===== config.mk =====
export PLATFORM = sky130hd
export DESIGN_NAME = instr_queue
export DESIGN_NICKNAME = d
export VERILOG_FILES = /design/src/rtl/instr_queue.sv
export SDC_FILE = /design/constraint.sdc
export NUM_CORES = 1
export LEC_CHECK = 0
export CAP_MARGIN = 20
export CORE_MARGIN = 3
export CORE_UTILIZATION = 57
export DETAILED_ROUTE_END_ITERATION = 8
export GPL_ROUTABILITY_DRIVEN = 1
export PLACE_DENSITY = 0.77
export SETUP_SLACK_MARGIN = 0.02
export SYNTH_ARGS = -nofsm -noshare
export SYNTH_HDL_FRONTEND = slang
export SYNTH_SLANG_ARGS = --single-unit

===== constraint.sdc =====
create_clock -name clk_i -period 2.8 [get_ports clk_i]
set_clock_uncertainty 0.2 [all_clocks]
set_input_delay 0.84 -clock clk_i [delete_from_list [all_inputs] [get_ports clk_i]]
set_output_delay 0.84 -clock clk_i [all_outputs]
set_load 0.005 [all_outputs]

===== src/rtl/instr_queue.sv =====
// instr_queue: fetch-to-decode decoupling FIFO that drops its contents on a redirect.
// Define INSTR_QUEUE_BYPASS_EN to pass fetch straight to decode when the queue is empty.
module instr_queue #(
  parameter int DEPTH = 4
) (
  input  logic                     clk_i,
  input  logic                     rstn_i,
  input  logic                     flush_i,
  input  logic                     valid_i,
  input  logic [31:0]              instr_i,
  input  logic [31:0]              pc_i,
  output logic                     stall_o,
  output logic                     valid_o,
  output logic [31:0]              instr_o,
  output logic [31:0]              pc_o,
  input  logic                     ready_i,
  output logic [$clog2(DEPTH):0]   count_o
);
  localparam int AW = $clog2(DEPTH);
  logic [63:0]   mem [DEPTH];
  logic [AW-1:0] wr_ptr, rd_ptr;
  logic [AW:0]   count;
  logic          empty, push, pop, byp;
  assign empty   = count == '0;
  assign stall_o = count == (AW+1)'(DEPTH);
  assign count_o = count;
  assign pop     = ~empty & ready_i & ~flush_i;
`ifdef INSTR_QUEUE_BYPASS_EN
  assign byp = empty & ~flush_i & rstn_i;
`else
  assign byp = 1'b0;
`endif
  // a bypassed instruction taken by decode in the same cycle is never stored
  assign push    = valid_i & ~stall_o & ~flush_i & ~(byp & ready_i);
  assign valid_o = byp ? valid_i : ~empty;
  assign {instr_o, pc_o} = byp ? {instr_i, pc_i} : mem[rd_ptr];
  always_ff @(posedge clk_i or negedge rstn_i)
    if (!rstn_i) begin
      wr_ptr <= '0;
      rd_ptr <= '0;
      count  <= '0;
      for (int i = 0; i < DEPTH; i++) mem[i] <= '0;
    end else if (flush_i) begin
      wr_ptr <= '0;
      rd_ptr <= '0;
      count  <= '0;
    end else begin
      if (push) begin
        mem[wr_ptr] <= {instr_i, pc_i};
        wr_ptr      <= wr_ptr + 1'b1;
      end
      if (pop) rd_ptr <= rd_ptr + 1'b1;
      count <= count + (AW+1)'(push) - (AW+1)'(pop);
    end
endmodule


==> flow_metrics.py <==
metrics = {
    "placement": {
        "dp.cells": 1077,
        "gp_congestion": 0.756,
        "port_buffers": 137,
        "place_area_um2": 14400,
        "place_hpwl_mm": 16.9,
    },
    "synthesis": {
        "synth_top_area_frac": 0.516,
        "synth_cell_types": 25,
        "synth_most_common_cell": "dfrtp_1",
        "synthesis.nets": 741,
        "synth_fa_ha_area_frac": 0.00746,
        "synth.yosys.seq_area_share": 0.516,
        "synthMuxAreaShare": 0.411,
        "synth_compound_area_frac": 0.00186,
        "synth_top_family_by_area": "multiplexers",
        "syn_area_um2": 12700,
        "ys.warnings.count": 0,
        "synth_commonest_cells": "dfrtp_1 (263), mux2_4 (240), mux4_2 (64), buf_12 (28), mux2_2 (17)",
        "yosys.area_share.xor_xnor": 0.00275,
        "synth_area_leaders": "dfrtp_1 (52%), mux2_4 (28%), mux4_2 (11%)",
        "syn-mean-instance-area_um2": 19.2,
        "synth_edf_count": 0,
        "synth_simple_gate_area_frac": 0.00962,
        "synthFlopType": "dfrtp_1",
        "synthCells": 665,
        "synth-seq-cells": 263,
        "synth-async-reset-ratio": 1.00,
        "synth_top_cell_by_area": "dfrtp_1",
    },
    "clocking": {
        "cts_buffer_depth": 3,
        "clockRootBuffer": "clkbuf_16",
        "clk-insertion-delay-late_ns": 0.52,
        "cts_tree": "yes",
        "htree_levels": 1,
        "clk_pin_slew_ns": 0.06,
        "cts_buffers": 27,
        "cts_sinks": 263,
    },
    "route": {
        "via_count": 6522,
        "via_per_inst": 5.65,
        "met2_length_mm": 12.8,
        "wl_per_cell_um": 23.3,
        "drt-met1-wl_mm": 12.0,
        "firstDrtPassIters": 4,
        "wl_met3_mm": 1.62,
        "top_layer_used": "met5",
        "drt-initial-drc-count": 312,
        "drc": 0,
        "wirelength_mm": 26.9,
        "antenna_left": 0,
    },
    "floorplan": {
        "core.rowCount": 54,
        "die_w_um": 156,
        "core-area_um2": 21900,
        "start_util": 0.582,
        "ios": 138,
        "fp.dieH_um": 156,
        "die-area_um2": 24200,
    },
    "global_route": {
        "grt_usage": 0.227,
        "grt_overflow_total": 0,
        "antenna_found_initial": 1,
        "grt_pass1_wl_mm": 43.8,
        "grt_max_degree": 76,
        "grt_pass1_vias": 7598,
    },
    "timing": {
        "setup_viol": 64,
        "fin_ws_ns": -0.307,
        "hold_viol": 0,
        "rsz0062_at_grt": "yes",
        "fin_hold_ws_ns": 0.304,
        "slew_violations": 0,
        "slew_headroom": 0.601,
        "fmax_mhz": 322,
        "final.period_utilization": 1.11,
        "tightest_slew_ns": 0.591,
        "fin_crit_ns": 3.11,
    },
    "critical_path": {
        "cp_max_fo": 5,
        "critPathArrivalTime_ns": 2.07,
        "critPathKind": "reg2out",
        "end_kind": "output pin",
        "cp.required_ns": 1.76,
        "startpoint_type": "flop",
    },
    "power": {
        "p_per_area_nw_per_um2": 1100,
        "leakagePower_nw": 6.97,
        "vdd_drop_max_v": 0.000509,
        "totalPowerFinal_mw": 16.9,
    },
    "status": {
        "violations": "negative setup slack",
        "status": "finished, violations left",
    },
    "cells_and_area": {
        "nets": 930,
        "final_cell_area_um2": 15500,
        "diodes": 0,
        "area_growth_pct": 21.3,
        "stdcell_count": 1154,
        "post_route_cells_drive_above_1_share": 0.581,
    },
    "job": {
        "cap_violations": 0,
    },
    "worst_hold_path": {
        "hp-class": "reg2reg",
    },
}
flip-flops by register name (all words and copies together) (netlist names):
signal	cells
rd_ptr	2
wr_ptr	2
count_o	3
mem	256
placed cells by master, fill, tap and decap left out, drive strengths merged, types with 2 or more instances in the layout:
| cell type | synthesis | layout |
|---|---|---|
| o31ai | 2 | 2 |
| and3 | 4 | 4 |
| dfrtp | 263 | 263 |
| buf | 40 | 131 |
| inv | 5 | 5 |
| clkbuf | 4 | 43 |
| clkdlybuf4s50 | 0 | 70 |
| mux2 | 257 | 257 |
| xor2 | 3 | 3 |
| clkinv | 0 | 3 |
| bufinv | 0 | 2 |
| ha | 6 | 6 |
| mux4 | 64 | 64 |
| nor2 | 7 | 7 |
cell families (layout without fill, tap and decap cells):
| family | after synthesis | after routing |
|---|---|---|
| buffers and inverters | 49 | 258 |
| AOI/OAI and AO/OA | 3 | 3 |
| xor gates and xnor gates | 4 | 4 |
| DFF | 263 | 263 |
| and+or+nand+nor | 18 | 18 |
| adders and majority gates | 7 | 7 |
| muxes | 321 | 321 |
worst max-delay path, cell delays in order, from the launching register on:
cell     delay (ns)
dfrtp_4        0.52
buf_12         0.17
buf_16         0.14
buf_4          0.13
mux4_2         0.43
buf_6          0.15
metrics by stage:
step	setup WS [ns]	utilization	TNS (ns)
6_report	-0.307	0.707	-12.63
5_1_grt	-0.347	0.707	-15.48
4_1_cts	-0.306	0.705	-14.36
3_5_place_dp	-0.190	0.656	-2.26
3_3_place_gp	-0.147	0.656	-0.527
2_1_floorplan	0.249	-	0
worst paths after layout:
path	from	to	slack [ns]	cells after the start
min	mem[127]	mem[127]	0.30	1
min reg2reg	mem[127]	mem[127]	0.30	1
max in group asynchronous	rstn_i	mem[105]	1.16	3
min in group asynchronous	rstn_i	mem[83]	0.56	2
max	rd_ptr[0]	instr_o[19]	-0.31	5
max reg2reg	count_o[1]	count_o[2]	0.24	11
what timing repair did:
item | CTS | global route
endpoints found under the hold margin | 24 | 0
gates cloned | 4 | 0
gates resized for setup | 294 | 15
hold buffers | 1 | 0
buffers inserted | 22 | 4
endpoints found under the setup margin | 66 | 65
report_power, final:
| group | internal (mW) | switching, mW | total, mW |
|---|---|---|---|
| sequential | 5.52 | 0.991 | 6.51 |
| combinational | 4.65 | 2.08 | 6.73 |
| clock | 2.24 | 1.47 | 3.71 |
| total | 12.4 | 4.53 | 16.9 |
metal layers:
metal,vias to the layer above,global-route usage
li1,2829,-
met3,41,0.0480
met4,2,0.0513
met5,-,0
met1,3470,0.332
met2,180,0.358
final cells by class:
cell class                 instances  area (um^2)
sequential                       263         6590
fill                            1366         6420
multi-input combinational        353         5520
timing repair buffer             204         2060
clock buffer                      43          846
tap                              280          350
clock inverter                     6         82.6
inverter                           5         18.8
No activity file was read; power rests on OpenSTA's default activity.
==> variant 1, RTL diff (same settings) <==
Reset style: synchronous (`rstn_i`), changed in one clocked block.
--- a/src/rtl/instr_queue.sv
+++ b/src/rtl/instr_queue.sv
@@ -34,7 +34,7 @@
   assign push    = valid_i & ~stall_o & ~flush_i & ~(byp & ready_i);
   assign valid_o = byp ? valid_i : ~empty;
   assign {instr_o, pc_o} = byp ? {instr_i, pc_i} : mem[rd_ptr];
-  always_ff @(posedge clk_i or negedge rstn_i)
+  always_ff @(posedge clk_i)
     if (!rstn_i) begin
       wr_ptr <= '0;
       rd_ptr <= '0;
Behaviour: differs if rstn_i is asserted again (counterexample within 4 cycles, from zero or initial values and one cycle with rstn_i low); with rstn_i held inactive, the same outputs for 4 cycles.
==> variant 1 against the original RTL <==
The run still ends with negative setup slack left. Highest routed layer is now met4. Via count increased by 5.6%. Synthesized area is 8.0% lower. Setup slack gained 120 ps. Wire length is 3.4% lower. Critical path type unchanged. Cell area fell by 5.2%. Non-clock buffer count increased by 2. First-iteration DRC count grew 57%. Sequential cell count up 2. Hold slack better by 21 ps.
Power is not compared: it rests on default switching activity, and its combinational part moved more than twofold at a synthesized area within 25%.
==> variant 1: results (changes against the original RTL) <==
### Layout
* relative area of clock buffers and inverters in the final design: 5.64%, was 6.00%
* multi-input combinational cell count: 358, was 353
* post-route insts no fill: 1150, was 1154
* Fillers: 1184, was 1366
* proportion of layout cells with a drive suffix above 1: 28.7%, was 58.1%
* antenna cells: 1, was 0
* data-path buffer share of cell area in the final layout: 14.9%, was 13.3%
* share of the final layout cell area in sequential cells: 53.8%, was 42.6%
* NumNets Final: 935, was 930
* count of sequential standard cells: 265, was 263
* non-clock buffer count: 206, was 204
* total of clock buffers placed in the layout: 34, was 43

### Place
* setup slack after placement: -520 ps, was -190 ps
* Inst Count DP: 1069, was 1077
* post-DP HPWL: 15.0 mm, was 16.9 mm
* weighted congestion at the end of routability-driven global placement: 0.782, was 0.756

### Critical path
* largest fanout on the critical path: 6, was 5
* Crit-path slowest cell: mux4_2, was dfrtp_4
* arrival time of data at the critical path endpoint: 1950 ps, was 2070 ps

### Synth
* Synth Area in XOR/XNOR: 0.224%, was 0.275%
* Post-Synthesis Net Count: 761, was 741
* Post-synth EDFFs: 256, was 0
* number of distinct standard cells referenced by the synthesized netlist: 31, was 25
* post-synthesis area per instance: 17.0 sq um, was 19.2 sq um
* adder-cell share of the synthesized area: 0.384%, was 0.746%
* Synth Area in Compound Gates: 0.640%, was 0.186%
* dominant synthesized flop cell: edfxtp_1, was dfrtp_1
* fraction of the yosys area taken by sequential cells: 67.1%, was 51.6%
* post-synthesis async set-or-reset flop share: 0%, was 100%
* list of most frequent post-synthesis cells: 256 x edfxtp_1, 192 x and3_1, 65 x and2_1, 64 x mux4_2, 27 x clkbuf_1, was 263 x dfrtp_1, 240 x mux2_4, 64 x mux4_2, 28 x buf_12, 17 x mux2_2

### Drt
* DR vias/cell: 5.99, was 5.65
* drt initial violations: 489, was 312

### GRT
* largest net degree at the start of global routing: 153, was 76
* antenna violations before repair: 0, was 1
* first-pass GRT wire length: 40.7 mm, was 43.8 mm
* vias in the first global route: 7334, was 7598
* overall routing resource usage: 23.7%, was 22.7%

### STA
* setup slack after layout: -188 ps, was -307 ps
* final setup fails: 64, unchanged
* Least-Margin Pin Slew: 719 ps, was 591 ps

### CTS
* quantity of gates resized following cts: 287, was 294
* post-CTS setup buffer count: 23, was 22

### Status
* failing checks: negative setup slack, unchanged
* status: finished, violations left, unchanged

==> variant 1: path summary, 6_finish.rpt <==
kind,from,endpoint,slack [ps],depth (start not counted)
setup reg to reg,count_o[0],count_o[2],150,11
hold reg to reg,rd_ptr[1],rd_ptr[1],320,2
hold / removal,rd_ptr[1],rd_ptr[1],320,2
setup / recovery,flip-flop,instr_o[11],-190,5
==> variant 1: routing by layer <==
layer	GRT usage, %	vias to the layer above	part of all wire, %
met5	0	-	0
met4	7.92	0	2.3
met3	4.60	45	7.7
met2	40.1	295	51
met1	31.2	3477	39
li1	-	3070	-
==> variant 1: metrics by stage <==
stage | cell area [sq um] | power (W) | setup TNS, ps
5_1_grt | 14700 | 0.00891 | -11540
4_1_cts | 14600 | 0.00866 | -8710
3_3_place_gp | 13600 | 0.00534 | -1430
6_report | 14700 | 0.00862 | -7660
3_5_place_dp | 13600 | 0.00537 | -9950
2_1_floorplan | 11800 | 0.00495 | -39440
==> variant 2, RTL diff (same flow settings) <==
Made on the original files. Set the parameter `DEPTH` to 2 (it was 4).
--- a/src/rtl/instr_queue.sv
+++ b/src/rtl/instr_queue.sv
@@ -1,7 +1,7 @@
 // instr_queue: fetch-to-decode decoupling FIFO that drops its contents on a redirect.
 // Define INSTR_QUEUE_BYPASS_EN to pass fetch straight to decode when the queue is empty.
 module instr_queue #(
-  parameter int DEPTH = 4
+  parameter int DEPTH = 2
 ) (
   input  logic                     clk_i,
   input  logic                     rstn_i,
Interface: changed (resized count_o); port bits go from 138 to 137. No check against the original RTL was run, so the function may have changed too.
==> variant 2 against the original RTL <==
Die area down 51%. Global-route usage up 2.6 points. Sequential cell count decreased by 131. Synthesized area shrank 53%. Highest routed layer is now met4. The flow still finishes with violations (negative setup slack). Largest cell class unchanged. Critical endpoint is now pc_o[26]. Wire length decreased by 47%. Cell area is 46% lower. Setup slack better by 220 ps. Fmax up 7.6%. Synthesized cell count fell by 45%. Critical path depth increased by 1. Power shrank 54%.
==> variant 2: results (changes against the original RTL) <==
### Power and ir drop
* logic gate share of total power: 35.0%, was 39.7%
* sequential power: 0.00301 W, was 0.00651 W
* Worst IR Drop VDD: 572 uV, was 509 uV
* Power Dens Cells: 930 nW/um^2, was 1100 nW/um^2
* Pleak: 3.86 nW, was 6.97 nW

### STA
* Least-Margin Pin Slew: 572 ps, was 591 ps
* summed negative setup slack over all endpoints: -108 ps, was -12630 ps
* setup slack after layout: -87.2 ps, was -307 ps
* final setup fails: 2, was 64
* Hold Slack: 109 ps, was 304 ps

### Critical path
* Crit-path slowest cell: dfrtp_2, was dfrtp_4
* register-to-register path setup slack: 550 ps, was 240 ps
* delay of the slowest cell on the worst path: 420 ps, was 520 ps
* arrival time of data at the critical path endpoint: 1850 ps, was 2070 ps
* logic depth of the worst register-to-register path: 8, was 11

### Drt
* routed metal-1 wirelength: 5.74 mm, was 12.0 mm
* count of TritonRoute iterations in the first routing pass: 5, was 4
* top routing layer in use: met4, was met5
* DR vias/cell: 5.38, was 5.65
* length of routed met3 wiring: 856 um, was 1.62 mm
* total vias in the final route: 3642, was 6522
* drt wl/cell: 21.0 um, was 23.3 um
* met2 WL post-DR: 7.37 mm, was 12.8 mm

### Layout
* Fillers: 525, was 1366
* Non-clk invs: 2, was 5
* relative area of clock buffers and inverters in the final design: 6.44%, was 6.00%
* Multi-input gate area: 2570 sq um, was 5520 sq um
* non-clock buffer count: 170, was 204
* final core occ: 82.6%, was 70.7%
* data-path buffer share of cell area in the final layout: 20.6%, was 13.3%

### Place
* setup slack after placement: -56.1 ps, was -190 ps
* post-detailed-placement cell area: 7630 sq um, was 14400 sq um
* Port-buffer cells: 136, was 137

### CTS
* clock buffer depth: 2, was 3
* number of buffers added by the clock tree synthesis step: 17, was 27
* quantity of gates resized following cts: 290, was 294
* CTS root buffer: clkbuf_8, was clkbuf_16

### Synth
* post-synthesis area per instance: 16.6 sq um, was 19.2 sq um
* leading cell types by total area after synthesis: dfrtp_1 55%, mux2_2 24%, mux2_4 15%, was dfrtp_1 52%, mux2_4 28%, mux4_2 11%
* fraction of the yosys area taken by sequential cells: 54.6%, was 51.6%
* number of distinct standard cells referenced by the synthesized netlist: 21, was 25
* Post-Synthesis Cells: 365, was 665

### Hold path
* Hold Path Class: primary input to async pin, was flip-flop to flip-flop

### GRT
* antenna violations before repair: 0, was 1

### Status
* status: finished, violations left, unchanged
* failing checks: negative setup slack, unchanged

[variant 2: cell count changes in the layout (fill, tap and decap cells not counted), sizes merged, moves of 2 or more]
| cell | unedited run | this run |
|---|---|---|
| and3 | 4 | 0 |
| buf | 131 | 98 |
| clkbuf | 43 | 26 |
| dfrtp | 263 | 132 |
| ha | 6 | 2 |
| inv | 5 | 2 |
| mux2 | 257 | 192 |
| mux4 | 64 | 0 |
| nor2 | 7 | 3 |
| o21ai | 0 | 2 |
| o31ai | 2 | 0 |
[variant 2: logic make-up (layout without fill, tap and decap cells)]
logic type | count (synthesis) | in the layout | share of synthesized area [%]
multiplexers | 192 | 192 | 39.5
XOR/XNOR | 3 | 3 | 0.434
buffers and inverters | 23 | 202 | 3.41
AO/OA/AOI/OAI | 3 | 3 | 0.248
flip-flops | 132 | 132 | 54.6
AND/OR/NAND/NOR | 10 | 10 | 1.45
adder cells (fa/ha/maj) | 2 | 2 | 0.413
